--- config.mk ---
export PLATFORM = sky130hd
export DESIGN_NAME = fifo_wr_arbiter
export DESIGN_NICKNAME = d
export VERILOG_FILES = /design/src/rtl/fifo_wr_arbiter.sv
export SDC_FILE = /design/constraint.sdc
export NUM_CORES = 1
export LEC_CHECK = 0
export CAP_MARGIN = 10
export CORE_UTILIZATION = 30
export CTS_CLUSTER_DIAMETER = 60
export DETAILED_ROUTE_END_ITERATION = 10
export GPL_TIMING_DRIVEN = 0
export PLACE_DENSITY = 0.91
export SYNTH_ARGS = -nofsm -noshare
export SYNTH_HDL_FRONTEND = slang
export SYNTH_SLANG_ARGS = --single-unit
--- constraint.sdc ---
create_clock -name Clk -period 3.04 [get_ports Clk]
set_input_delay 0.456 -clock Clk [delete_from_list [all_inputs] [get_ports Clk]]
set_output_delay 0.456 -clock Clk [all_outputs]
set_load 0.02 [all_outputs]
--- src/rtl/fifo_wr_arbiter.sv ---
// fifo_wr_arbiter
// ---------------
// Round-robin write arbiter that shares one FIFO write port among NREQ
// producers.
//
// Each producer uses a valid/ready handshake. A granted producer may write
// up to BURST words before the grant is released. Every new grant costs one
// idle arbitration cycle. The block also sequences a one-cycle FIFO
// synchronous reset when flush_req is raised.
//
// Ports:
//   Clk, Rst      clock; synchronous, active-high reset
//   req_valid     per-requester data valid
//   req_data      packed data; requester i sits at [i*DW +: DW]
//   req_ready     per-requester accept (at most one bit high)
//   fifo_full     FIFO FULL flag; stalls the current grant
//   fifo_wr       FIFO write strobe
//   fifo_din      FIFO write data (zero when fifo_wr is low)
//   fifo_rst      registered FIFO reset pulse
//   flush_req     level request to flush the FIFO
//   flush_done    one-cycle pulse when a flush completes
//   grant_idx     currently granted requester
//   busy          high while granting or flushing
//
// Optional build macro FIFO_ARB_STATS_EN adds per-requester 16-bit
// saturating transfer counters. These are read through stat_sel / stat_count,
// and stat_count has one cycle of latency.

module fifo_wr_arbiter #(
   parameter int NREQ  = 4,
   parameter int DW    = 32,
   parameter int BURST = 4
) (
   input  logic                      Clk,
   input  logic                      Rst,
   input  logic [NREQ-1:0]           req_valid,
   input  logic [NREQ*DW-1:0]        req_data,
   output logic [NREQ-1:0]           req_ready,
   input  logic                      fifo_full,
   output logic                      fifo_wr,
   output logic [DW-1:0]             fifo_din,
   output logic                      fifo_rst,
   input  logic                      flush_req,
   output logic                      flush_done,
   output logic [$clog2(NREQ)-1:0]   grant_idx,
   output logic                      busy
`ifdef FIFO_ARB_STATS_EN
   ,
   input  logic [$clog2(NREQ)-1:0]   stat_sel,
   output logic [15:0]               stat_count
`endif
);

   localparam int GW  = $clog2(NREQ);
   localparam int BCW = (BURST > 1) ? $clog2(BURST) : 1;
   localparam logic [BCW-1:0] BEAT_LAST = BCW'(BURST - 1);

   typedef enum logic [1:0] {
      IDLE  = 2'd0,
      GRANT = 2'd1,
      FLUSH = 2'd2
   } state_t;

   state_t           state_q, state_d;
   logic [GW-1:0]    last_grant_q, last_grant_d;
   logic [GW-1:0]    grant_idx_q, grant_idx_d;
   logic [BCW-1:0]   beat_cnt_q, beat_cnt_d;
   logic             fifo_rst_q, fifo_rst_d;
   logic             flush_done_q, flush_done_d;

   logic             pick_found;
   logic [GW-1:0]    pick_idx;
   logic [GW-1:0]    cand_idx;
   int               cand;
   logic [DW-1:0]    sel_data;
   logic             xfer;

   // Round-robin search: start one past the last winner and wrap around.
   // The first valid requester found wins, so each requester gets a fair
   // turn in rotation.
   always_comb begin
      pick_found = 1'b0;
      pick_idx   = '0;
      cand       = 0;
      cand_idx   = '0;
      for (int i = 1; i <= NREQ; i++) begin
         cand     = (int'(last_grant_q) + i) % NREQ;
         cand_idx = GW'(cand);
         if (!pick_found && req_valid[cand_idx]) begin
            pick_found = 1'b1;
            pick_idx   = cand_idx;
         end
      end
   end

   // Data mux for the granted requester. It uses constant slice bases so
   // each lane is a plain wire selection.
   always_comb begin
      sel_data = '0;
      for (int i = 0; i < NREQ; i++) begin
         if (GW'(i) == grant_idx_q) begin
            sel_data = req_data[i*DW +: DW];
         end
      end
   end

   // Next-state and handshake logic.
   // A flush request outranks arbitration. In GRANT, ready is withheld while
   // the FIFO is full, which stalls the grant without ending the burst.
   // Ready is also withheld while a flush is pending, so the flush can take
   // over on the next cycle.
   always_comb begin
      state_d      = state_q;
      last_grant_d = last_grant_q;
      grant_idx_d  = grant_idx_q;
      beat_cnt_d   = beat_cnt_q;
      fifo_rst_d   = 1'b0;
      flush_done_d = 1'b0;
      req_ready    = '0;
      fifo_wr      = 1'b0;
      fifo_din     = '0;
      xfer         = 1'b0;

      case (state_q)
         IDLE: begin
            if (flush_req) begin
               state_d    = FLUSH;
               fifo_rst_d = 1'b1;
            end else if (pick_found) begin
               state_d      = GRANT;
               grant_idx_d  = pick_idx;
               last_grant_d = pick_idx;
               beat_cnt_d   = '0;
            end
         end

         GRANT: begin
            req_ready[grant_idx_q] = !fifo_full && !flush_req;
            xfer = req_valid[grant_idx_q] && !fifo_full && !flush_req;
            if (xfer) begin
               fifo_wr    = 1'b1;
               fifo_din   = sel_data;
               beat_cnt_d = beat_cnt_q + 1'b1;
            end
            if (flush_req || !req_valid[grant_idx_q] ||
                (xfer && (beat_cnt_q == BEAT_LAST))) begin
               state_d = IDLE;
            end
         end

         FLUSH: begin
            state_d      = IDLE;
            flush_done_d = 1'b1;
         end

         default: begin
            state_d = IDLE;
         end
      endcase
   end

   // State register. last_grant resets to the top index so that requester 0
   // is the first one searched.
   always_ff @(posedge Clk) begin
      if (Rst) begin
         state_q      <= IDLE;
         last_grant_q <= GW'(NREQ - 1);
         grant_idx_q  <= '0;
         beat_cnt_q   <= '0;
         fifo_rst_q   <= 1'b0;
         flush_done_q <= 1'b0;
      end else begin
         state_q      <= state_d;
         last_grant_q <= last_grant_d;
         grant_idx_q  <= grant_idx_d;
         beat_cnt_q   <= beat_cnt_d;
         fifo_rst_q   <= fifo_rst_d;
         flush_done_q <= flush_done_d;
      end
   end

   assign grant_idx  = grant_idx_q;
   assign fifo_rst   = fifo_rst_q;
   assign flush_done = flush_done_q;
   assign busy       = (state_q != IDLE);

`ifdef FIFO_ARB_STATS_EN
   logic [15:0] stat_cnt_q [NREQ];
   logic [15:0] stat_cnt_d [NREQ];
   logic [15:0] stat_count_q, stat_count_d;

   // Per-requester accepted-word counters. Each counter saturates at
   // all-ones instead of wrapping. The readback value is registered.
   always_comb begin
      for (int i = 0; i < NREQ; i++) begin
         stat_cnt_d[i] = stat_cnt_q[i];
      end
      if (xfer && (stat_cnt_q[grant_idx_q] != 16'hFFFF)) begin
         stat_cnt_d[grant_idx_q] = stat_cnt_q[grant_idx_q] + 16'd1;
      end
      stat_count_d = (int'(stat_sel) < NREQ) ? stat_cnt_q[stat_sel] : 16'd0;
   end

   always_ff @(posedge Clk) begin
      if (Rst) begin
         for (int i = 0; i < NREQ; i++) begin
            stat_cnt_q[i] <= 16'd0;
         end
         stat_count_q <= 16'd0;
      end else begin
         for (int i = 0; i < NREQ; i++) begin
            stat_cnt_q[i] <= stat_cnt_d[i];
         end
         stat_count_q <= stat_count_d;
      end
   end

   assign stat_count = stat_count_q;
`endif

endmodule

==> impl_metrics.py <==
metrics = {
    "outcome": {
        "outcome": "complete, no violations",
    },
    "cts": {
        "worstSkewPairLatency_ns": 0.24,
        "cts_tree": "yes",
        "cts_buffer_depth": 2,
        "cts_buffers": 3,
        "cts.sinks": 10,
        "cts_root_buf": "clkbuf_8",
        "cts_hold_buffers": 0,
        "clk_pin_slew_ns": 0.05,
        "htree_levels": 1,
    },
    "synth": {
        "synth_compound_area_share_pct": 7.43,
        "synthFlopType": "dfxtp_1",
        "synth_xor_area_share_pct": 0,
        "yosys_warnings": 0,
        "synthMuxAreaShare_pct": 47.5,
        "synth_top_area_share_pct": 47.5,
        "synth_top_family_by_area": "multiplexers",
        "ys_ff_latch": 10,
        "synth.distinct_cells": 29,
        "synth-adder-area-share_pct": 0.799,
        "ys_seq_area_share_pct": 12.8,
        "synth_edf_count": 0,
        "yosys.area_share.simple_pct": 24.5,
        "avgSynthCellArea_um2": 11.1,
        "synthArstFlopShare_pct": 0,
        "synth_nets": 278,
        "synth_area_leaders": "mux4_2, and3_1, dfxtp_1",
        "syn-cell-area_um2": 1570,
        "yosysTopAreaCell": "mux4_2",
        "synth_cells": 141,
    },
    "worst_setup_path": {
        "startpoint_type": "primary input",
        "crit_chain": "clkdlybuf4s50_1 -> mux4_2 -> clkbuf_2 -> and3_1 -> clkdlybuf4s50_1",
        "cp_slowest_cell": "mux4_2",
        "worstRegToRegCells": 5,
        "cp.required_ns": 2.58,
        "max_stage_delay_ns": 0.58,
        "r2r-start": "grant_idx[0]",
        "r2r_setup_slack_ns": 1.33,
        "critical_path_class": "in2out",
        "endpoint": "fifo_din[26]",
        "cp-end-kind": "output pin",
        "worst_r2r_endpoint": "beat_cnt_q[1]",
        "crit_top_cell": "clkdlybuf4s50_1",
        "crit_start": "req_valid[3]",
        "path_max_fanout": 10,
        "arrival_ns": 2.55,
    },
    "floorplanning": {
        "row_count": 25,
        "core_area_um2": 4880,
        "die-area_um2": 5510,
        "die_w_um": 74.2,
        "io_pins": 178,
        "dieHeight_um": 74.2,
        "start_util_pct": 32.1,
    },
    "grt": {
        "grt_max_degree": 11,
        "grt_pass1_wl_um": 10500,
        "antenna_found_initial": 0,
        "track_usage_pct": 25.3,
        "grt_pass1_vias": 2153,
        "grt-ovfl-total": 0,
    },
    "layout": {
        "drive_gt1_share_pct": 19.2,
        "stdcell_count": 390,
        "final_nets": 461,
        "fin_area_um2": 3540,
        "antenna_cells": 0,
        "area_growth_pct": 126,
    },
    "power_and_ir_drop": {
        "power.total_mw": 0.764,
        "powerDensity_nw_per_um2": 216,
        "p_leak_nw": 1.66,
        "swShare_pct": 27.6,
        "power_frac_comb_pct": 58.7,
        "power.share.clock_pct": 21.7,
        "vdd_drop_max_mv": 0.305,
        "intPower_mw": 0.553,
        "p_switching_mw": 0.211,
        "seqPwrFrac_pct": 19.7,
    },
    "detailed_routing": {
        "viasPerCell": 5.28,
        "drcViolationCount": 0,
        "wl_per_cell_um": 19.7,
        "via_count": 2060,
        "ant_nets": 0,
        "drt-initial-drc-count": 62,
        "finalWirelength_um": 7680,
        "firstDrtPassIters": 4,
    },
    "timing": {
        "period_minus_slack_ns": 3.00,
        "max_slew_margin_pct": 69.0,
        "max_freq_mhz": 333,
        "clock_skew_ns": 0.00218,
        "finalCritPeriodShare_pct": 98.8,
        "setup_viol": 0,
        "finalHoldViolCount": 0,
        "holdWs_ns": 0.494,
        "finalWorstSetupSlack_ns": 0.0361,
        "drv_slew": 0,
        "worstMarginPinSlew_ns": 0.466,
    },
    "placed_design": {
        "io_buffers": 176,
        "post-place-ws_ns": -0.140,
        "placed_cell_area_um2": 3410,
        "place_inst": 384,
        "place_congestion": 0.790,
        "post-dp-hpwl_um": 6200,
    },
    "worst_hold_path": {
        "min_path_type": "reg2reg",
        "min_from": "beat_cnt_q[1]",
    },
    "run": {
        "max-cap-violations": 0,
    },
}
## registers in the layout (all words and copies together), names as in the netlist
register      count
beat_cnt_q        2
fifo_rst          1
state_q           2
last_grant_q      2
flush_done        1
grant_idx         2
## placed cells by master (no fill, tap or decap), drive strengths merged
master / netlist / layout
clkdlybuf4s50: 0 / 160
mux4: 33 / 33
and3: 33 / 33
dlymetal6s2s: 0 / 16
buf: 11 / 13
dfxtp: 10 / 10
a21oi: 10 / 10
clkbuf: 5 / 9
nand2: 7 / 7
nor3b: 5 / 5
o21ai: 4 / 4
nor2: 3 / 3
inv: 3 / 3
nand2b: 3 / 3
nor3: 2 / 2
or2: 2 / 2
nor4b: 1 / 1
and3b: 1 / 1
or4: 1 / 1
a2111oi: 1 / 1
o22ai: 1 / 1
a221o: 1 / 1
nand4bb: 1 / 1
nand3: 1 / 1
o21bai: 1 / 1
ha: 1 / 1
## worst min-delay path by stage
stage | to | slack, ns | cells after the start
after floorplan | beat_cnt_q[1] | 0.46 | 2
after global routing | beat_cnt_q[1] | 0.56 | 2
after global placement | beat_cnt_q[1] | 0.47 | 2
after detailed placement | beat_cnt_q[1] | 0.49 | 2
final | beat_cnt_q[1] | 0.49 | 2
after CTS | beat_cnt_q[1] | 0.49 | 2
## layout make-up
cell class                      instances  area (µm²)
Multi-Input combinational cell        112        1260
Inverter                                3        11.3
Sequential cell                        10         200
Buffer                                 16         106
Timing Repair Buffer                  178        1820
Tap cell                               67        83.8
Clock buffer                            4        55.1
Fill cell                             382        1340
## cell usage after synthesis, types with 2 or more instances
| library cell | instances |
|---|---|
| a21oi_1 | 8 |
| a21oi_2 | 2 |
| and3_1 | 33 |
| buf_2 | 7 |
| buf_6 | 4 |
| clkbuf_1 | 5 |
| dfxtp_1 | 10 |
| inv_1 | 3 |
| mux4_2 | 33 |
| nand2_1 | 6 |
| nand2b_1 | 3 |
| nor2_1 | 3 |
| nor3_2 | 2 |
| nor3b_1 | 5 |
| o21ai_0 | 2 |
| o21ai_1 | 2 |
## critical path, delay by kind of cell
family | cells | cell delay (ns)
buffers and inverters | 3 | 1.28
muxes | 1 | 0.58
and+or+nand+nor | 1 | 0.22
## per-stage QoR
step | setup TNS [ns] | util, %
floorplan | 0 | -
global placement | -0.605 | 69.9
detailed placement | -1.56 | 69.9
CTS | 0 | 71.3
global route | -0.0428 | 72.5
finish | 0 | 72.5
## per-layer routing
metal | vias up | wire [µm] | GRT usage [%] | share of wire [%]
met5 | - | 0 | 0 | 0
met4 | 0 | 173 | 9.43 | 2.3
met3 | 16 | 594 | 5.56 | 7.7
met2 | 94 | 4110 | 49.8 | 54
met1 | 1010 | 2790 | 25.9 | 36
li1 | 940 | - | - | -
## logic make-up after synthesis
logic type               Yosys count
AND/OR/NAND/NOR                   60
flip-flops                        10
AO/OA/AOI/OAI                     18
adder cells (fa/ha/maj)            1
multiplexers                      33
buffers and inverters             19
## power by group through the flow
stage               clock [mW]  combinational, mW  sequential [mW]
global route             0.173              0.474            0.152
floorplan                    0              0.200            0.155
CTS                      0.169              0.442            0.150
detailed placement           0              0.437            0.152
finish                   0.166              0.448            0.150
global placement             0              0.427            0.152
## timing repair
item | 4_1_cts | 5_1_grt
setup buffers | 1 | 1
setup endpoints to repair | 30 | 31
gates resized for setup | 2 | 23
(Power assumes the default switching activity.)
